File: src/rtl/riscv_pipe_pkg.sv
// Shared types for the RV32I pipeline: decoded control bundle, forward selects
// and the canonical NOP.
package riscv_pipe_pkg;

    typedef struct packed {
        logic       RegWrite;
        logic [1:0] ResultSrc;
        logic       MemWrite;
        logic       Jump;
        logic       Branch;
        logic [2:0] ALUControl;
        logic       ALUSrc;
    } ctrl_t;

    typedef enum logic [1:0] {
        FWD_RF = 2'b00,
        FWD_W  = 2'b01,
        FWD_M  = 2'b10
    } fwd_sel_e;

    // addi x0, x0, 0
    localparam logic [31:0] NOP_INSTR = 32'h0000_0013;

endpackage

File: src/rtl/pipe_reg.sv
// Generic pipeline register: clear dominates enable, and clear reloads the
// reset value so a flush leaves the stage in its post-reset state.
module pipe_reg #(
    parameter int               WIDTH     = 32,
    parameter logic [WIDTH-1:0] RESET_VAL = '0
) (
    input  logic             clk,
    input  logic             resetn,
    input  logic             en,
    input  logic             clr,
    input  logic [WIDTH-1:0] d,
    output logic [WIDTH-1:0] q
);

    always_ff @(posedge clk or negedge resetn) begin
        if (!resetn) begin
            q <= RESET_VAL;
        end else if (clr) begin
            q <= RESET_VAL;
        end else if (en) begin
            q <= d;
        end
    end

endmodule

File: src/rtl/pipeline_front_regs.sv
// PC, IF/ID and ID/EX registers with execute-stage operand forwarding and
// saturating stall/flush counters; applies hazard-unit decisions only.
module pipeline_front_regs
    import riscv_pipe_pkg::*;
#(
    parameter int               XLEN      = 32,
    parameter logic [XLEN-1:0]  RESET_PC  = '0,
    parameter logic [31:0]      NOP_INSTR = riscv_pipe_pkg::NOP_INSTR,
    parameter int               CNT_W     = 32
) (
    input  logic             clk,
    input  logic             resetn,
    input  logic [XLEN-1:0]  PCNextF,
    output logic [XLEN-1:0]  PCF,
    input  logic [31:0]      InstrF,
    input  logic [XLEN-1:0]  PCPlus4F,
    input  logic             StallF,
    input  logic             StallD,
    input  logic             FlushD,
    input  logic             FlushE,
    output logic [31:0]      InstrD,
    output logic [XLEN-1:0]  PCD,
    output logic [XLEN-1:0]  PCPlus4D,
    output logic             ValidD,
    input  logic [XLEN-1:0]  RD1D,
    input  logic [XLEN-1:0]  RD2D,
    input  logic [XLEN-1:0]  ImmExtD,
    input  logic [4:0]       Rs1D,
    input  logic [4:0]       Rs2D,
    input  logic [4:0]       RdD,
    input  ctrl_t            CtrlD,
    output logic [XLEN-1:0]  RD1E,
    output logic [XLEN-1:0]  RD2E,
    output logic [XLEN-1:0]  ImmExtE,
    output logic [XLEN-1:0]  PCE,
    output logic [XLEN-1:0]  PCPlus4E,
    output logic [4:0]       Rs1E,
    output logic [4:0]       Rs2E,
    output logic [4:0]       RdE,
    output ctrl_t            CtrlE,
    output logic             ValidE,
    input  logic [1:0]       ForwardAE,
    input  logic [1:0]       ForwardBE,
    input  logic [XLEN-1:0]  ALUResultM,
    input  logic [XLEN-1:0]  ResultW,
    output logic [XLEN-1:0]  SrcAE,
    output logic [XLEN-1:0]  WriteDataE,
    output logic [CNT_W-1:0] StallCount,
    output logic [CNT_W-1:0] FlushCount
);

    localparam int DW = 32 + 2 * XLEN + 1;
    localparam int EW = 5 * XLEN + 15 + $bits(ctrl_t) + 1;
    localparam logic [DW-1:0] D_RESET = {NOP_INSTR, {XLEN{1'b0}}, {XLEN{1'b0}}, 1'b0};

    function automatic logic [CNT_W-1:0] sat_inc(input logic [CNT_W-1:0] v);
        return (&v) ? v : v + 1'b1;
    endfunction

    function automatic logic [XLEN-1:0] fwd_mux(input logic [1:0] sel,
                                                 input logic [XLEN-1:0] rf,
                                                 input logic [XLEN-1:0] w,
                                                 input logic [XLEN-1:0] m);
        case (sel)
            FWD_W:   return w;
            FWD_M:   return m;
            default: return rf;
        endcase
    endfunction

    logic [DW-1:0] d_q;
    logic [EW-1:0] e_q;

    pipe_reg #(.WIDTH(XLEN), .RESET_VAL(RESET_PC)) u_pc (
        .clk(clk), .resetn(resetn), .en(~StallF), .clr(1'b0),
        .d(PCNextF), .q(PCF)
    );

    pipe_reg #(.WIDTH(DW), .RESET_VAL(D_RESET)) u_ifid (
        .clk(clk), .resetn(resetn), .en(~StallD), .clr(FlushD),
        .d({InstrF, PCF, PCPlus4F, 1'b1}), .q(d_q)
    );

    assign {InstrD, PCD, PCPlus4D, ValidD} = d_q;

    // A flushed E slot zeroes its register indices so x0 never matches for forwarding.
    pipe_reg #(.WIDTH(EW), .RESET_VAL('0)) u_idex (
        .clk(clk), .resetn(resetn), .en(1'b1), .clr(FlushE),
        .d({RD1D, RD2D, ImmExtD, PCD, PCPlus4D, Rs1D, Rs2D, RdD, CtrlD, ValidD}),
        .q(e_q)
    );

    assign {RD1E, RD2E, ImmExtE, PCE, PCPlus4E, Rs1E, Rs2E, RdE, CtrlE, ValidE} = e_q;

    assign SrcAE      = fwd_mux(ForwardAE, RD1E, ResultW, ALUResultM);
    assign WriteDataE = fwd_mux(ForwardBE, RD2E, ResultW, ALUResultM);

    always_ff @(posedge clk or negedge resetn) begin
        if (!resetn) begin
            StallCount <= '0;
            FlushCount <= '0;
        end else begin
            if (StallD) StallCount <= sat_inc(StallCount);
            if (FlushE) FlushCount <= sat_inc(FlushCount);
        end
    end

    // Select 2'b11 is reserved; the mux falls back to the register file.
    a_fwd_reserved: assert property (@(posedge clk) disable iff (!resetn)
        (ForwardAE != 2'b11) && (ForwardBE != 2'b11));

endmodule
File: config.mk
export PLATFORM = sky130hd
export DESIGN_NAME = pipeline_front_regs
export DESIGN_NICKNAME = d
export VERILOG_FILES = /design/src/rtl/riscv_pipe_pkg.sv /design/src/rtl/pipe_reg.sv /design/src/rtl/pipeline_front_regs.sv
export SDC_FILE = /design/constraint.sdc
export NUM_CORES = 1
export LEC_CHECK = 0
export ABC_AREA = 1
export CORE_AREA = 5 5 285 287
export CTS_CLUSTER_SIZE = 28
export DETAILED_ROUTE_END_ITERATION = 6
export DIE_AREA = 0 0 290 292
export PLACE_DENSITY = 0.47
export SLEW_MARGIN = 20
export SYNTH_ARGS = -nofsm -noshare
export SYNTH_HDL_FRONTEND = slang
export SYNTH_SLANG_ARGS = --single-unit
File: constraint.sdc
create_clock -name clk -period 3.36 [get_ports clk]
set_input_delay 0.84 -clock clk [delete_from_list [all_inputs] [get_ports clk]]
set_output_delay 0.84 -clock clk [all_outputs]
set_load 0.005 [all_outputs]
### Yosys cells after proc, flatten, opt, wreduce, memory -nomap -nowiden

Cells that the tools add are included.

| storage, ports and cells | value |
|---|---|
| register bits | 379 |
| word-level logic and storage cells | 23 |
| bits of input ports | 291 |
| output and inout port bits | 443 |

| cells by class | value |
|---|---|
| $add $sub $neg | 2 |
| reduce and logical (&&, ||, !) cells | 4 |
| multiplexer cells | 5 |
| bitwise logic cells | 2 |
| eq/ne operators | 5 |

Operators by type and width:

| kind | count |
|---|---|
| two-way mux 97 bit | 2 |
| two-way mux 186 bit | 1 |
| one-hot mux 32 bit (2 select lines) | 2 |
| adder 32 x 1 -> 32 bit, second input constant | 2 |
| AND reduction 32 bit | 2 |
| == test 2 x 1 -> 1 bit, second input constant | 2 |
| == test 2 bit, second input constant | 2 |
| AND reduction 2 bit | 2 |
| != test 2 x 1 -> 1 bit, second input constant | 1 |
| NOT 1 bit | 2 |

### Longest topological paths before layout

Gate-level depths: netlist of run 1.

| logic depth | value |
|---|---|
| word-level depth | 3 |
| gate-level depth with buffers | 11 |
| mapped depth without buffers | 10 |

### Cells and area by module

From an unflattened synthesis of run 1, not the netlist that was laid out.

| second synthesis, totals | value |
|---|---|
| cell total of the unflattened synthesis | 2300 |
| area total of the unflattened synthesis | 18011.0 um^2 |

By module, submodules not included:

| module | area an instance (um^2) | sequential area each (um^2) | cells an instance | times used |
|---|---|---|---|---|
| pipe_reg (u_idex) | 7364.6 | 4654.5 | 807 | 1 |
| pipeline_front_regs | 5482.8 | 1601.5 | 932 | 1 |
| pipe_reg (u_ifid) | 3812.4 | 2431.1 | 421 | 1 |
| pipe_reg (u_pc) | 1351.3 | 800.8 | 140 | 1 |

### Worst setup path before layout of run 1

Ideal clock, no wire load.

| path | value |
|---|---|
| kind | input to output |
| start | input ForwardAE[0] |
| end | output SrcAE[0] |
| arrival | 1857 ps |
| setup slack | 663 ps |
| path buffers | 2 |
| stages | 7 |
| data required time | 2520 ps |
| cell sequence | inv_1 > ha_1 > clkbuf_1 > inv_1 > clkbuf_1 > nor2_1 > a21oi_1 |

| between the ends | value |
|---|---|
| word-level cells in the longest chain between the ends | 2 |
| elaborated cells between the ends (all ways) | 3 |
| those cells by class | 2 x eq/ne; 1 x mux |

RTL lines:

| what | RTL line | source |
|---|---|---|
| start, declared | pipeline_front_regs.sv:42 | `input logic [1:0] ForwardAE,` |
| == test 2 bit / == test 2 x 1 -> 1 bit (equally long branches) | pipeline_front_regs.sv:64 | `case (sel)` |
| one-hot mux 32 bit (2 select lines) (*) | pipeline_front_regs.sv:64 |  |
| end, declared | pipeline_front_regs.sv:46 | `output logic [XLEN-1:0] SrcAE,` |

Mark *: on every way between the ends. The rest lies on a longest branch, timed or not.

### Worst setup path in the final report of run 1

| path | value |
|---|---|
| start | input ForwardBE[0] |
| end | output WriteDataE[5] |

| between the ends | value |
|---|---|
| word-level cells in the longest chain between the ends | 2 |
| elaborated cells between the ends (all ways) | 3 |
| those cells by class | 2 x eq/ne; 1 x mux |

RTL lines:

| what | RTL line | source |
|---|---|---|
| start, declared | pipeline_front_regs.sv:43 | `input logic [1:0] ForwardBE,` |
| == test 2 bit / == test 2 x 1 -> 1 bit (equally long branches) | pipeline_front_regs.sv:64 |  |
| one-hot mux 32 bit (2 select lines) (*) | pipeline_front_regs.sv:64 |  |
| end, declared | pipeline_front_regs.sv:47 | `output logic [XLEN-1:0] WriteDataE,` |

Marked as above.

==> metrics.cfg, run 1 <==
[timing]
fin_crit_ps = 3326
finalWorstSetupSlack_ps = 34.07
skew_ps = 17.47
worst_pin_slew_ps = 835.8
setup_viol = 0
max_freq_mhz = 300.7
final.period_utilization_pct = 98.99
hold_violations = 0
slew_violations = 0
slew_headroom_pct = 44.28

[synth]
avgSynthCellArea_um2 = 8.700
synth-xor-area-share_pct = 0.7578
synth-edff-count = 0
synth_compound_area_share_pct = 8.026
synth_cells = 1860
synth-async-reset-ratio_pct = 100.0
ys_seq_elements = 379
synth_most_common_cell = nand2_1
synth.top_cells.by_count = nand2_1 (392), dfrtp_1 (376), nor2_1 (347)
synth_fa_ha_area_share_pct = 0.4639
synth_area_um2 = 16180
ys_types = 30
netlist_top_cells_area = dfrtp_1 (58%), nand2_1 (9.1%), nor2_1 (8.0%)
synth_top_family_by_area = simple AND/OR/NAND/NOR gates
yosysSeqAreaShare_pct = 58.63
synth.area.mux_share_pct = 2.227
yosys_warnings = 0
synthSimpleGateAreaFrac_pct = 21.62
syn_nets = 2157
synth_flop_cell = dfrtp_1
synth_largest_area_cell = dfrtp_1
post-synth-top-area-fraction_pct = 58.15

[floorplanning]
ios = 734
start_util_pct = 20.65
design.core.area_um2 = 78360
die-area_um2 = 84680
die_h_um = 292
row_count = 103
die_width_um = 290

[placed_design]
place.gp.congestion = 0.9354
place_hpwl_um = 60600
portBuffers = 733
place_ws_ps = -452.9
dp_cells = 3607

[flow_run]
cap_violations = 0

[grt]
grt_pass1_wl_um = 113700
grt_overflow = 0
grt_pass1_vias = 16140
grt_max_degree = 152
track_usage_pct = 17.68
grt_antenna_before_repair = 22

[drt]
dr.pass1.iters = 5
drcViolationCount = 0
routedWlPerCell_um = 21.20
detail-route-antenna-nets = 0
dr.first_iter.drc_count = 941
vias_per_cell = 4.187
wirelength_um = 79070
vias = 15610

[clock_tree]
ctsRootBufferMaster = clkbuf_16
cts.path.max_buffers = 3
htree_levels = 2
clk_pin_slew_ps = 50
clock_latency_ps = 590
cts.sinks = 379
cts_tree = done
numCtsBuffers = 48

[outcome]
status = finished, final reports clean

[worst_setup_path]
start_kind = input port
critPathKind = input port to primary output
critical_path_peak_fanout = 4
crit_family = buffers and inverters
slowest_delay_ps = 500
end_kind = primary output
cp.arrival_ps = 2490
crit_required_ps = 2520
path_cells = clkdlybuf4s50_1 -> buf_4 -> ha_2 -> buf_6 -> buf_4 -> nand2_1 -> a21oi_2 -> clkdlybuf4s15_1
crit_top_cell = buf_4
crit_buf_inv = 5
crit_slowest_cell = clkdlybuf4s50_1

[layout]
area_growth_pct = 66.81
multi_input_area_um2 = 5451
area.sequential_um2 = 9488
fill_cells = 8197
final_nets = 2924
drive_above_1_share_pct = 9.047
final_cells = 3729

[pwr]
p_sw_share_pct = 27.00
clockPowerShare_pct = 42.2
sequentialPowerShare_pct = 39.9
p_int_mw = 9.326
power_density_nw_per_um2 = 473.3
leakagePower_nw = 12.17
netSwitchingPower_mw = 3.449
comb_power_share_pct = 18.0
irDropWorstVdd_uv = 310.0

[min_path]
min_path_type = input port to asynchronous set/reset pin

-- through the flow --
| stage | setup TNS [ps] | cell area (µm²) | utilization, % | power [mW] | hold slack (ps) |
|---|---|---|---|---|---|
| final | 0 | 26990 | 34.45 | 12.78 | 223.4 |
| after global routing | -7.948 | 26990 | 34.45 | 13.37 | 237.2 |
| after CTS | -232.8 | 26850 | 34.26 | 13.00 | 249.6 |
| after detailed placement | -19260 | 24960 | 31.85 | 7.441 | 483.0 |
| after global placement | -19210 | 24960 | 31.85 | 7.432 | 483.5 |
| after floorplan | 0 | 16180 | - | 5.746 | 489.4 |
-- cell type report --
class | count | share of cell area (%)
repair buffers | 798 | 29.88
clock buffers | 70 | 5.090
diodes | 15 | 0.1391
flip-flops and latches | 379 | 35.15
inverters | 259 | 3.630
clock inverters | 17 | 1.052
multi-input cells | 1141 | 20.20
well taps | 1050 | 4.867
-- what timing repair did --
action | 4_1_cts | 5_1_grt
endpoints found under the setup margin | 64 | 31
setup buffers | 8 | 7
pin swaps | 1 | 1
hold buffers | 0 | 0
gates cloned | 4 | 1
resized for setup | 78 | 50
hold endpoints to repair | 0 | 0
-- cell usage in the layout, fill, tap and decap left out, types with 22 or more instances in the layout --
| cell | count |
|---|---|
| clkbuf_16 | 49 |
| nand3_1 | 43 |
| nor2_1 | 343 |
| a21oi_1 | 122 |
| dfrtp_1 | 376 |
| a22o_1 | 29 |
| mux2_2 | 32 |
| inv_1 | 253 |
| nand2_1 | 392 |
| o21ai_0 | 69 |
| clkdlybuf4s50_1 | 669 |
| dlygate4sd2_1 | 35 |
| nand4_1 | 22 |
| buf_4 | 43 |
-- per-layer routing --
layer / part of all wire, % / track usage [%] / up-vias
li1: - / - / 7305
met1: 40 / 21.58 / 7578
met2: 48 / 29.33 / 624
met3: 9.2 / 6.716 / 97
met4: 2.3 / 5.070 / 10
met5: 0.083 / 0 / -
-- logic make-up (layout without fill, tap and decap cells) --
group / after synthesis / after routing
mux: 32 / 32
other cells: 0 / 15
compound gates: 235 / 235
fa+ha+maj: 6 / 6
simple gates: 854 / 854
buf+inv: 340 / 1144
flops: 379 / 379
xor+xnor: 14 / 14
-- worst paths after layout --
path	endpoint	cells after the start	start	slack (ps)
min in group clk	u_idex.q[56]	2	u_ifid.q[31]	500
max in group asynchronous	u_idex.q[117]	2	resetn	2190
setup reg to reg	FlushCount[28]	10	FlushCount[0]	960
hold reg to reg	u_idex.q[56]	2	u_ifid.q[31]	500
hold / removal	FlushCount[18]	1	resetn	220
setup / recovery	WriteDataE[5]	8	ForwardBE[0]	30
-- power groups by stage --
stage,registers (mW),logic (mW),clock network [mW]
3_5_place_dp,5.17,2.27,0
3_3_place_gp,5.16,2.27,0
6_report,5.09,2.30,5.39
2_1_floorplan,5.13,0.613,0
5_1_grt,5.13,2.48,5.77
4_1_cts,5.09,2.31,5.59
-- sequential cells by signal (all words and copies together) (netlist names) --
| signal | flops |
|---|---|
| StallCount | 32 |
| FlushCount | 32 |
| u_idex.q | 186 |
| u_ifid.q | 97 |
| u_pc.q | 32 |
No activity file was read; power rests on OpenSTA's default activity.
==> run 2: changes to the inputs <==
CTS_CLUSTER_SIZE = 8   (was 28)
==> run 2 against run 1 <==
Worst hold slack got worse by 45 ps. Final cell count fell by 0.35%. Wire length grew 0.24%. Largest cell class unchanged. Critical path depth down 1. Sequential share of layout area grew 0.14 points. Fmax rose by 0.24%. Sequential power about the same. Non-clock buffer count down 1. Sequential cell count is the same.
==> metrics.cfg, run 2 (synthesis results as in run 1) <==
[layout]
reg.largest.list = u_idex.q (186), u_ifid.q (97)
largest_reg_flops = 186  ; unchanged
drive_above_1_share_pct = 8.069  ; -0.98 points
fin_area_um2 = 26880  ; -0.41%
final_nets = 2929  ; +0.17%
final_cell_mix = clkdlybuf4s50_1 (668), nand2_1 (392), dfrtp_1 (376)
area_growth_pct = 66.13
registers.top_by_ff_count = u_idex.q
final_common_cell = clkdlybuf4s50_1
fill_cells = 8189  ; -0.098%

[worst_setup_path]
start_kind = input port
crit_top_cell = a21oi_1
end_kind = primary output
path_cells = dlygate4sd2_1 -> inv_1 -> ha_4 -> buf_12 -> a21oi_1 -> a21oi_1 -> clkdlybuf4s50_1
cp.arrival_ps = 2480  ; about the same
crit_required_ps = 2520  ; about the same
crit_slowest_cell = clkdlybuf4s50_1
critPathKind = input port to primary output
critical_path_peak_fanout = 8  ; +4
slowest_delay_ps = 470  ; -30 ps

[clock_tree]
clk_pin_slew_ps = 50  ; about the same
ctsRootBufferMaster = clkbuf_16
cts.path.max_buffers = 3  ; unchanged
cts_hold_buf = 0  ; unchanged
numCtsBuffers = 54  ; +13%
cts_tree = done
cts.sinks = 379  ; unchanged
htree_levels = 2  ; unchanged
clock_latency_ps = 610  ; +20 ps

[floorplanning]
die-area_um2 = 84680  ; unchanged
die_width_um = 290  ; unchanged
start_util_pct = 20.65  ; unchanged
die_h_um = 292  ; unchanged
row_count = 103  ; unchanged
ios = 734  ; unchanged
design.core.area_um2 = 78360  ; unchanged

[flow_run]
cap_violations = 0  ; unchanged

[pwr]
netSwitchingPower_mw = 3.447  ; about the same
power_density_nw_per_um2 = 466.0  ; -1.5%
irDropWorstVdd_uv = 377.4  ; +22%
comb_power_share_pct = 18.3  ; +0.3 points
sequentialPowerShare_pct = 40.7  ; +0.8 points
p_sw_share_pct = 27.51  ; +0.51 points
p_int_mw = 9.081  ; -2.6%
leakagePower_nw = 12.14  ; -0.27%
clockPowerShare_pct = 41.0  ; -1.2 points

[grt]
grt_max_degree = 152  ; unchanged
grt_overflow = 0  ; unchanged
grt_pass1_vias = 16180  ; +0.22%
grt_antenna_before_repair = 21  ; -4.5%
track_usage_pct = 17.75  ; +0.074 points
grt_pass1_wl_um = 114000  ; +0.28%

[timing]
whs_ps = 178.3  ; -45.15 ps
hold_violations = 0  ; unchanged
finalWorstSetupSlack_ps = 42.15  ; +8.076 ps
rsz0062_at_grt = no
max_freq_mhz = 301.4  ; +0.24%
fin_crit_ps = 3318  ; -8.076 ps
slew_headroom_pct = 45.56  ; +1.3 points
skew_ps = 13.84  ; -3.627 ps
final.period_utilization_pct = 98.75  ; -0.24 points
slew_violations = 0  ; unchanged
worst_pin_slew_ps = 816.5  ; -19.24 ps
setup_viol = 0  ; unchanged

[placed_design]
portBuffers = 733  ; unchanged
place_hpwl_um = 60600  ; unchanged
place_ws_ps = -452.9  ; unchanged
place.gp.congestion = 0.9354  ; unchanged
placed_area_um2 = 24960  ; unchanged

[drt]
vias = 15590  ; -0.15%
drcViolationCount = 0  ; unchanged
routedWlPerCell_um = 21.33  ; +0.59%
vias_per_cell = 4.196  ; +0.20%
dr.pass1.iters = 7  ; +2
dr.first_iter.drc_count = 1000  ; +6.3%
wirelength_um = 79260  ; +0.24%
detail-route-antenna-nets = 0  ; unchanged

[min_path]
min_path_type = input port to asynchronous set/reset pin

[outcome]
status = finished, final reports clean

## run 2: layout make-up
type | count | area (µm²) | share of cell area (%)
antenna | 14 | 35.03 | 0.1303
clock buffer | 72 | 1459 | 5.427
clock inverter | 4 | 81.33 | 0.3025
inverter | 259 | 979.7 | 3.644
multi-input combinational | 1141 | 5435 | 20.22
sequential | 379 | 9488 | 35.29
tap | 1050 | 1314 | 4.887
timing repair buffer | 797 | 8090 | 30.10
## run 2: power groups by stage
stage	clock (mW)	sequential, mW	combinational, mW
6_report	5.14	5.10	2.29
5_1_grt	5.49	5.13	2.47
4_1_cts	5.30	5.10	2.31
3_5_place_dp	0	5.17	2.27
3_3_place_gp	0	5.16	2.27
2_1_floorplan	0	5.13	0.613
## run 2: repair_timing
action | 4_1_cts | 5_1_grt
cloned | 4 | 1
setup endpoints to repair | 64 | 31
resized for setup | 78 | 25
buffers inserted | 8 | 7
pin swaps | 1 | 1
endpoints found under the hold margin | 0 | 0
## run 2: per-stage QoR
step	utilization, %	std cells	total power [mW]	TNS, ps
6_report	34.31	3716	12.53	0
5_1_grt	34.31	3716	13.10	0
4_1_cts	34.11	3695	12.71	-232.8
3_5_place_dp	31.85	3607	7.441	-19260
3_3_place_gp	31.85	3607	7.432	-19210
2_1_floorplan	-	1860	5.746	0
## run 2: critical path, delay by kind of cell
kind                     cells  cell delay [ps]
AO/OA/AOI/OAI                2              430
adder cells (fa/ha/maj)      1              240
buffers and inverters        4              970
## run 2: worst paths after layout
path / to / from / slack, ps / cells after the start
setup / recovery: SrcAE[14] / ForwardAE[0] / 40 / 7
hold / removal: FlushCount[18] / resetn / 180 / 1
setup reg to reg: FlushCount[28] / FlushCount[0] / 970 / 10
hold reg to reg: u_idex.q[56] / u_ifid.q[31] / 500 / 2
max in group asynchronous: u_idex.q[23] / resetn / 2170 / 2
min in group clk: u_idex.q[56] / u_ifid.q[31] / 500 / 2
## run 2: metal layers
metal	vias up	global-route usage (%)	part of all wire, %
met1	7578	21.78	40
met5	-	0	0.072
met2	598	29.30	48
met3	107	6.723	9.2
li1	7298	-	-
met4	10	5.152	2.3
==> run 3: changes to the inputs <==
HOLD_SLACK_MARGIN = 0.02   (was not set)
clock period = 3.6 ns   (was 3.36 ns; I/O delays follow)
==> run 3 against run 2 <==
Final cell count is 0.19% lower. Die area stayed put. Wire length down 0.53%. Combinational power shrank 7%. Clock skew is 8.1 ps higher. Sequential power decreased by 6.7%. Sequential share of layout area rose by 0.13 points. Register-to-register slack improved by 210 ps. Largest power group unchanged. Setup slack worse by 25 ps.
==> metrics.cfg, run 3 (synthesis results as in run 1) <==
[placed_design]
place.gp.congestion = 0.9244  ; -1.2%
portBuffers = 733  ; unchanged
placed_area_um2 = 25040  ; +0.33%
dp_cells = 3613  ; +0.17%
place_hpwl_um = 61270  ; +1.1%
place_ws_ps = -407.6  ; +45.33 ps

[floorplanning]
design.core.area_um2 = 78360  ; unchanged
die_h_um = 292  ; unchanged
die_width_um = 290  ; unchanged
row_count = 103  ; unchanged
start_util_pct = 20.65  ; unchanged
die-area_um2 = 84680  ; unchanged
ios = 734  ; unchanged

[timing]
whs_ps = 281.2  ; +102.9 ps
max_freq_mhz = 279.1
slew_violations = 0  ; unchanged
setup_viol = 0  ; unchanged
final.period_utilization_pct = 99.51
skew_ps = 21.93  ; +8.088 ps
worst_pin_slew_ps = 910.7  ; +94.18 ps
slew_headroom_pct = 39.29  ; -6.3 points
hold_violations = 0  ; unchanged
fin_crit_ps = 3582
rsz0062_at_grt = yes
finalWorstSetupSlack_ps = 17.54  ; -24.61 ps

[layout]
final_common_cell = clkdlybuf4s50_1
fin_area_um2 = 26780  ; -0.37%
area.sequential_um2 = 9488  ; unchanged
fill_cells = 8200  ; +0.13%
registers.top_by_ff_count = u_idex.q
drive_above_1_share_pct = 7.547  ; -0.52 points
utilization_pct = 34.18  ; -0.13 points
area_growth_pct = 65.51
multi_input_area_um2 = 5425  ; -0.18%
final_cells = 3709  ; -0.19%
largest_reg_flops = 186  ; unchanged
final_nets = 2923  ; -0.20%
reg.largest.list = u_idex.q (186), u_ifid.q (97)
final_cell_mix = clkdlybuf4s50_1 (696), nand2_1 (392), dfrtp_1 (376)

[clock_tree]
cts_tree = done
cts_hold_buf = 0  ; unchanged
clk_pin_slew_ps = 50  ; about the same
numCtsBuffers = 55  ; +1.9%
htree_levels = 2  ; unchanged
cts.sinks = 379  ; unchanged
cts.path.max_buffers = 3  ; unchanged
clock_latency_ps = 600  ; about the same
ctsRootBufferMaster = clkbuf_16

[worst_setup_path]
path_cells = clkdlybuf4s50_1 -> inv_1 -> ha_4 -> buf_8 -> a21oi_1 -> a21oi_1 -> clkdlybuf4s50_1
cp.arrival_ps = 2680  ; +200 ps
crit_required_ps = 2700  ; +180 ps
crit_slowest_cell = clkdlybuf4s50_1
end_kind = primary output
slowest_delay_ps = 550  ; +80 ps
crit_buf_inv = 4  ; unchanged
start_kind = input port
crit_family = buffers and inverters
critical_path_peak_fanout = 19  ; +11
critPathKind = input port to primary output
reg2reg_slack_ps = 1180  ; +210 ps

[grt]
grt_overflow = 0  ; unchanged
grt_pass1_wl_um = 114800  ; +0.65%
grt_antenna_before_repair = 12  ; -43%
grt_pass1_vias = 16110  ; -0.38%
grt_max_degree = 140  ; -7.9%
track_usage_pct = 17.84  ; +0.084 points

[flow_run]
cap_violations = 0  ; unchanged

[drt]
wirelength_um = 78840  ; -0.53%
detail-route-antenna-nets = 0  ; unchanged
vias = 15420  ; -1.1%
dr.pass1.iters = 5  ; -2
drcViolationCount = 0  ; unchanged
vias_per_cell = 4.157  ; -0.92%
dr.first_iter.drc_count = 889  ; -11%
routedWlPerCell_um = 21.26  ; -0.34%

[min_path]
min_path_type = input port to asynchronous set/reset pin

[outcome]
status = finished, final reports clean

[pwr]
leakagePower_nw = 11.96  ; -1.5%
power_density_nw_per_um2 = 436.3  ; -6.4%
irDropWorstVdd_uv = 319.0  ; -15%

==> run 3: changes by cell type in the layout (fill, tap and decap cells not counted), moves of 4 or more <==
cell             delta
buf_4               -7
clkbuf_1            +5
clkbuf_8            -4
clkdlybuf4s50_1    +28
diode_2             -5
dlygate4sd2_1      -18
dlymetal6s2s_1      -7
==> run 3: metrics by stage <==
step	setup TNS [ps]	power (mW)
6_report	0	11.69
5_1_grt	-75.66	12.28
4_1_cts	0	11.93
3_5_place_dp	-12450	6.961
3_3_place_gp	-11870	6.950
2_1_floorplan	0	5.363
==> run 3: area by class of cell <==
cell class                      count  share of cell area [%]
Clock buffer                       74                   5.405
Multi-Input combinational cell   1141                   20.26
Clock inverter                      7                  0.3644
Antenna cell                        9                 0.08409
Timing Repair Buffer              790                   29.91
Tap cell                         1050                   4.905
Inverter                          259                   3.649
Sequential cell                   379                   35.43
==> run 3: power by group <==
group / leakage [nW] / switching (mW) / internal [mW]
sequential: 4.98 / 0.234 / 4.52
combinational: 6.24 / 0.971 / 1.16
clock: 0.750 / 1.96 / 2.84
==> run 3: worst paths after layout <==
kind                                from        endpoint  depth (start not counted)
max                         ForwardBE[0]  WriteDataE[22]                          7
min                               resetn  FlushCount[15]                          1
max reg2reg                FlushCount[0]  FlushCount[28]                         10
min reg2reg                 u_ifid.q[56]    u_idex.q[81]                          2
max in group asynchronous         resetn   u_idex.q[114]                          2
min in group clk            u_ifid.q[56]    u_idex.q[81]                          2
==> run 3: what timing repair did <==
action                                  4_1_cts  5_1_grt
cloned                                        2        0
gates resized for setup                      54       11
setup buffers                                 4        0
pin swaps                                     0        1
endpoints found under the setup margin       64       14
==> run 3: per-layer routing <==
layer / global-route usage, % / part of all wire [%]
met5: 0 / 0.049
met3: 6.176 / 8.4
met2: 30.14 / 48
met4: 4.359 / 2.3
met1: 22.00 / 41
==> edit 1 (settings of run 3) <==
Register the output `StallCount` once more, without a reset; this adds one clock of latency there. The other outputs are not delayed to match.
--- a/src/rtl/pipeline_front_regs.sv
+++ b/src/rtl/pipeline_front_regs.sv
@@ -53,6 +53,8 @@
     localparam int EW = 5 * XLEN + 15 + $bits(ctrl_t) + 1;
     localparam logic [DW-1:0] D_RESET = {NOP_INSTR, {XLEN{1'b0}}, {XLEN{1'b0}}, 1'b0};
 
+    logic [CNT_W-1:0] StallCount_s0;
+
     function automatic logic [CNT_W-1:0] sat_inc(input logic [CNT_W-1:0] v);
         return (&v) ? v : v + 1'b1;
     endfunction
@@ -97,10 +99,10 @@
 
     always_ff @(posedge clk or negedge resetn) begin
         if (!resetn) begin
-            StallCount <= '0;
+            StallCount_s0 <= '0;
             FlushCount <= '0;
         end else begin
-            if (StallD) StallCount <= sat_inc(StallCount);
+            if (StallD) StallCount_s0 <= sat_inc(StallCount_s0);
             if (FlushE) FlushCount <= sat_inc(FlushCount);
         end
     end
@@ -109,4 +111,8 @@
     a_fwd_reserved: assert property (@(posedge clk) disable iff (!resetn)
         (ForwardAE != 2'b11) && (ForwardBE != 2'b11));
 
+    always_ff @(posedge clk) begin
+        StallCount <= StallCount_s0;
+    end
+
 endmodule
Check against the original RTL: not equivalent (a bounded check fails within 4 cycles, from zero or initial values and one cycle with resetn low).
==> edit 1 against run 3 <==
Routed wire length rose by 0.82%; synthesized area increased by 3.8%; core utilization rose by 1.0 points; total power increased by 7.1%; count of clock-buffer cells in the layout increased by 26; sequential share of layout area up 1.3 points; cell area grew 3.0%; setup slack better by 0.058 ns; sequential cell count increased by 32; highest routed layer unchanged.
==> edit 1: results (changes against run 3) <==
| Metric | Value |
|---|---|
| Status | `finished, final reports clean (unchanged)` |
| Vias in the first global route | `16830 (was 16110)` |
| Signal buffers share of area | `28.85% (was 29.91%)` |
| Synth area leaders | `dfrtp_1 56%, nand2_1 10%, nor2_1 7.9%, inv_1 5.5%, a21oi_1 3.9% (was dfrtp_1 58%, nand2_1 9.1%, nor2_1 8.0%, inv_1 6.0%, a21oi_1 4.1%)` |
| Clock network area share | `6.439% (was 5.770%)` |
| Clkbuf count | `100 (was 74)` |
| Compound-Gate Fraction of Synth Area | `7.714% (was 8.026%)` |
| Clock Skew | `0.03325 ns (was 0.02193 ns)` |
| Comb_multi_in | `1172 (was 1141)` |
| Peak supply drop | `0.0003542 V (was 0.0003190 V)` |
| Placed Instance Area | `25690 µm² (was 25040 µm²)` |
| Cts repair resizes | `83 (was 54)` |
| Detailed Place HPWL | `61.67 mm (was 61.27 mm)` |
| Flop2flop setup slack | `1.55 ns (was 1.18 ns)` |
| Synthesized Nets | `2208 (was 2157)` |
| Share of layout cells above drive strength 1 | `6.620% (was 7.547%)` |
| Largest net degree at the start of global routing | `105 (was 140)` |
| Number of nets in the layout | `2972 (was 2923)` |
| FF-to-FF Start | `StallCount_s0[0] (was FlushCount[0])` |
| Post-Synth XOR/XNOR Area | `1.147% (was 0.7578%)` |
| Pwr Total | `12.52 mW (was 11.69 mW)` |
| Drt wl/cell | `21.04 µm (was 21.26 µm)` |
| Setup bufs post-CTS | `8 (was 4)` |
| Cell variety after synth | `31 (was 30)` |
| Slew margin rel. | `46.15% (was 39.29%)` |
| Mux cell area share after synthesis | `2.144% (was 2.227%)` |
| Sequential area share after synthesis | `60.28% (was 58.63%)` |
| Area occupied by multi-input gates | `5441 µm² (was 5425 µm²)` |
| DR vias/cell | `4.219 (was 4.157)` |
| Leak pwr | `12.42 nW (was 11.96 nW)` |
| Initial DRC Count | `803 (was 889)` |
| Synth Area in Adders | `0.4468% (was 0.4639%)` |
| Flop pwr share | `41.1% (was 40.7%)` |
| Num CTS Buffers | `59 (was 55)` |
| Pre-CTS setup slack | `-0.2999 ns (was -0.4076 ns)` |
| Clk power | `5.33 mW (was 4.79 mW)` |
| Gr usage total | `18.13% (was 17.84%)` |
| Max FO, Critical Path | `8 (was 19)` |
| Placed Cells | `3656 (was 3613)` |
| Inverters | `248 (was 259)` |
| Filler cell count in the final layout | `8207 (was 8200)` |
| Max stage delay on crit path | `0.50 ns (was 0.55 ns)` |
| Hold slack | `0.2608 ns (was 0.2812 ns)` |
| Avg Cell Area, Syn | `8.793 µm² (was 8.700 µm²)` |
==> edit 1: worst max path at each step <==
stage | start | end | slack, ns | depth (start not counted)
finish | ForwardAE[0] | SrcAE[21] | 0.08 | 9
global route | ForwardBE[1] | WriteDataE[3] | 0.02 | 9
CTS | ForwardBE[0] | WriteDataE[21] | -0.06 | 7
detailed placement | ForwardBE[0] | WriteDataE[21] | -0.30 | 8
global placement | ForwardBE[0] | WriteDataE[21] | -0.28 | 8
floorplan | ForwardAE[0] | SrcAE[0] | 0.78 | 7
==> edit 1: metal layers <==
| metal | GRT usage, % | part of all wire [%] | routed length [µm] | up-vias |
|---|---|---|---|---|
| li1 | - | - | - | 7436 |
| met1 | 20.36 | 38 | 30160 | 7660 |
| met2 | 32.00 | 50 | 39480 | 682 |
| met3 | 7.165 | 9.3 | 7430 | 144 |
| met4 | 5.186 | 2.9 | 2315 | 16 |
| met5 | 0 | 0.13 | 107 | - |
==> edit 2 (flow settings as in run 3) <==
Made on the original files. `XLEN`: 32 -> 24.
--- a/src/rtl/pipeline_front_regs.sv
+++ b/src/rtl/pipeline_front_regs.sv
@@ -3,7 +3,7 @@
 module pipeline_front_regs
     import riscv_pipe_pkg::*;
 #(
-    parameter int               XLEN      = 32,
+    parameter int               XLEN      = 24,
     parameter logic [XLEN-1:0]  RESET_PC  = '0,
     parameter logic [31:0]      NOP_INSTR = riscv_pipe_pkg::NOP_INSTR,
     parameter int               CNT_W     = 32
Interface: changed (17 resized); port bits go from 734 to 598. The function was not compared with the original's and may differ.
==> edit 2 against run 3 <==
Critical path depth grew 1; synthesized area shrank 16%; clock skew grew 0.021 ns; largest power group unchanged; cell area shrank 16%; sequential cell count shrank 64; register-to-register slack gained 0.45 ns; combinational power shrank 24%; total power shrank 17%; sequential share of layout area shrank 0.44 points; setup slack gained 0.13 ns; worst hold slack lost 0.031 ns; routed wire length shrank 25%; via count shrank 15%.
==> edit 2: results (changes against run 3) <==
| Metric | Value |
|---|---|
| Met3 wire len | `5.591 mm (was 6.651 mm)` |
| Regs by FF count | `u_idex.q x146, u_ifid.q x81 (was u_idex.q x186, u_ifid.q x97)` |
| DR pass1 iterations | `7 (was 5)` |
| Initial DRC Count | `662 (was 889)` |
| Leak pwr | `10.09 nW (was 11.96 nW)` |
| Synth area leaders | `dfrtp_1 57%, nand2_1 11%, nor2_1 8.1%, inv_1 5.5%, a21oi_1 3.6% (was dfrtp_1 58%, nand2_1 9.1%, nor2_1 8.0%, inv_1 6.0%, a21oi_1 4.1%)` |
| Post-Synth XOR/XNOR Area | `1.281% (was 0.7578%)` |
| Gr usage total | `13.19% (was 17.84%)` |
| Ant. Diodes | `0 (was 9)` |
| Pre-CTS setup slack | `-0.1896 ns (was -0.4076 ns)` |
| Worst Max-Slew Pin Slew | `0.5799 ns (was 0.9107 ns)` |
| Wire length on met1 | `22.68 mm (was 32.17 mm)` |
| Compound-Gate Fraction of Synth Area | `7.616% (was 8.026%)` |
| Hold slack | `0.2507 ns (was 0.2812 ns)` |
| Number of nets in the layout | `2454 (was 2923)` |
| Detailed Place HPWL | `43.86 mm (was 61.27 mm)` |
| Filler cell count in the final layout | `8371 (was 8200)` |
| Routing usage on met3 | `4.951% (was 6.176%)` |
| Total number of vias | `13140 (was 15420)` |
| GR Util met2 | `23.44% (was 30.14%)` |
| Synth Area in Adders | `0.5492% (was 0.4639%)` |
| Status | `finished, final reports clean (unchanged)` |
| Total wire length | `58.77 mm (was 78.84 mm)` |
| Met1 Track Usage GR | `14.82% (was 22.00%)` |
| Flop2flop setup slack | `1.63 ns (was 1.18 ns)` |
| Peak supply drop | `0.0003255 V (was 0.0003190 V)` |
| Critical Path AT | `2.55 ns (was 2.68 ns)` |
| Commonest cells in the netlist | `406 x nand2_1, 312 x dfrtp_1, 296 x nor2_1, 202 x inv_1, 97 x a21oi_1 (was 392 x nand2_1, 376 x dfrtp_1, 347 x nor2_1, 257 x inv_1, 133 x a21oi_1)` |
[edit 2: changes by cell type after synthesis, sizes merged, moves of 8 or more]
cell,before,now
nand3,44,34
mux2,32,24
buf,28,20
dfrtp,376,312
clkbuf,53,45
nor2,362,301
nand2,402,411
a21oi,133,97
o21ai,69,55
inv,259,203
[edit 2: worst max path at each step]
stage	slack (ns)	to	cells past startpoint	start
after floorplan	0.75	SrcAE[10]	7	ForwardAE[0]
after global placement	-0.15	SrcAE[12]	7	ForwardAE[0]
after detailed placement	-0.19	SrcAE[12]	7	ForwardAE[0]
after CTS	0.006	SrcAE[6]	8	ForwardAE[0]
after global routing	0.07	WriteDataE[10]	8	ForwardBE[0]
final	0.15	WriteDataE[1]	8	ForwardBE[0]
[edit 2: what timing repair did]
item | CTS | global route
setup buffers | 1 | 0
setup endpoints to repair | 48 | 8
resized for setup | 53 | 8
gates cloned | 3 | 0
endpoints found under the hold margin | 0 | 0
[edit 2: stage by stage]
step           cells  power (mW)
2_1_floorplan   1600       4.417
3_3_place_gp    3210       5.607
3_5_place_dp    3210       5.627
4_1_cts         3285       9.907
5_1_grt         3285       10.15
6_report        3285       9.664
[edit 2: area by class of cell]
cell class / instances / area [µm²] / area share (%)
Clock buffer: 66 / 1267 / 5.622
Clock inverter: 5 / 80.08 / 0.3552
Inverter: 203 / 769.5 / 3.413
Multi-Input combinational cell: 1017 / 4763 / 21.13
Sequential cell: 315 / 7886 / 34.98
Tap cell: 1050 / 1314 / 5.828
Timing Repair Buffer: 629 / 6462 / 28.67
[edit 2: report_power, final]
part	leakage, nW	total (mW)	internal (mW)	switching, mW
registers	4.15	3.93	3.75	0.179
clock network	0.650	4.12	2.43	1.69
logic	5.30	1.61	0.905	0.708
total	10.1	9.66	7.09	2.57
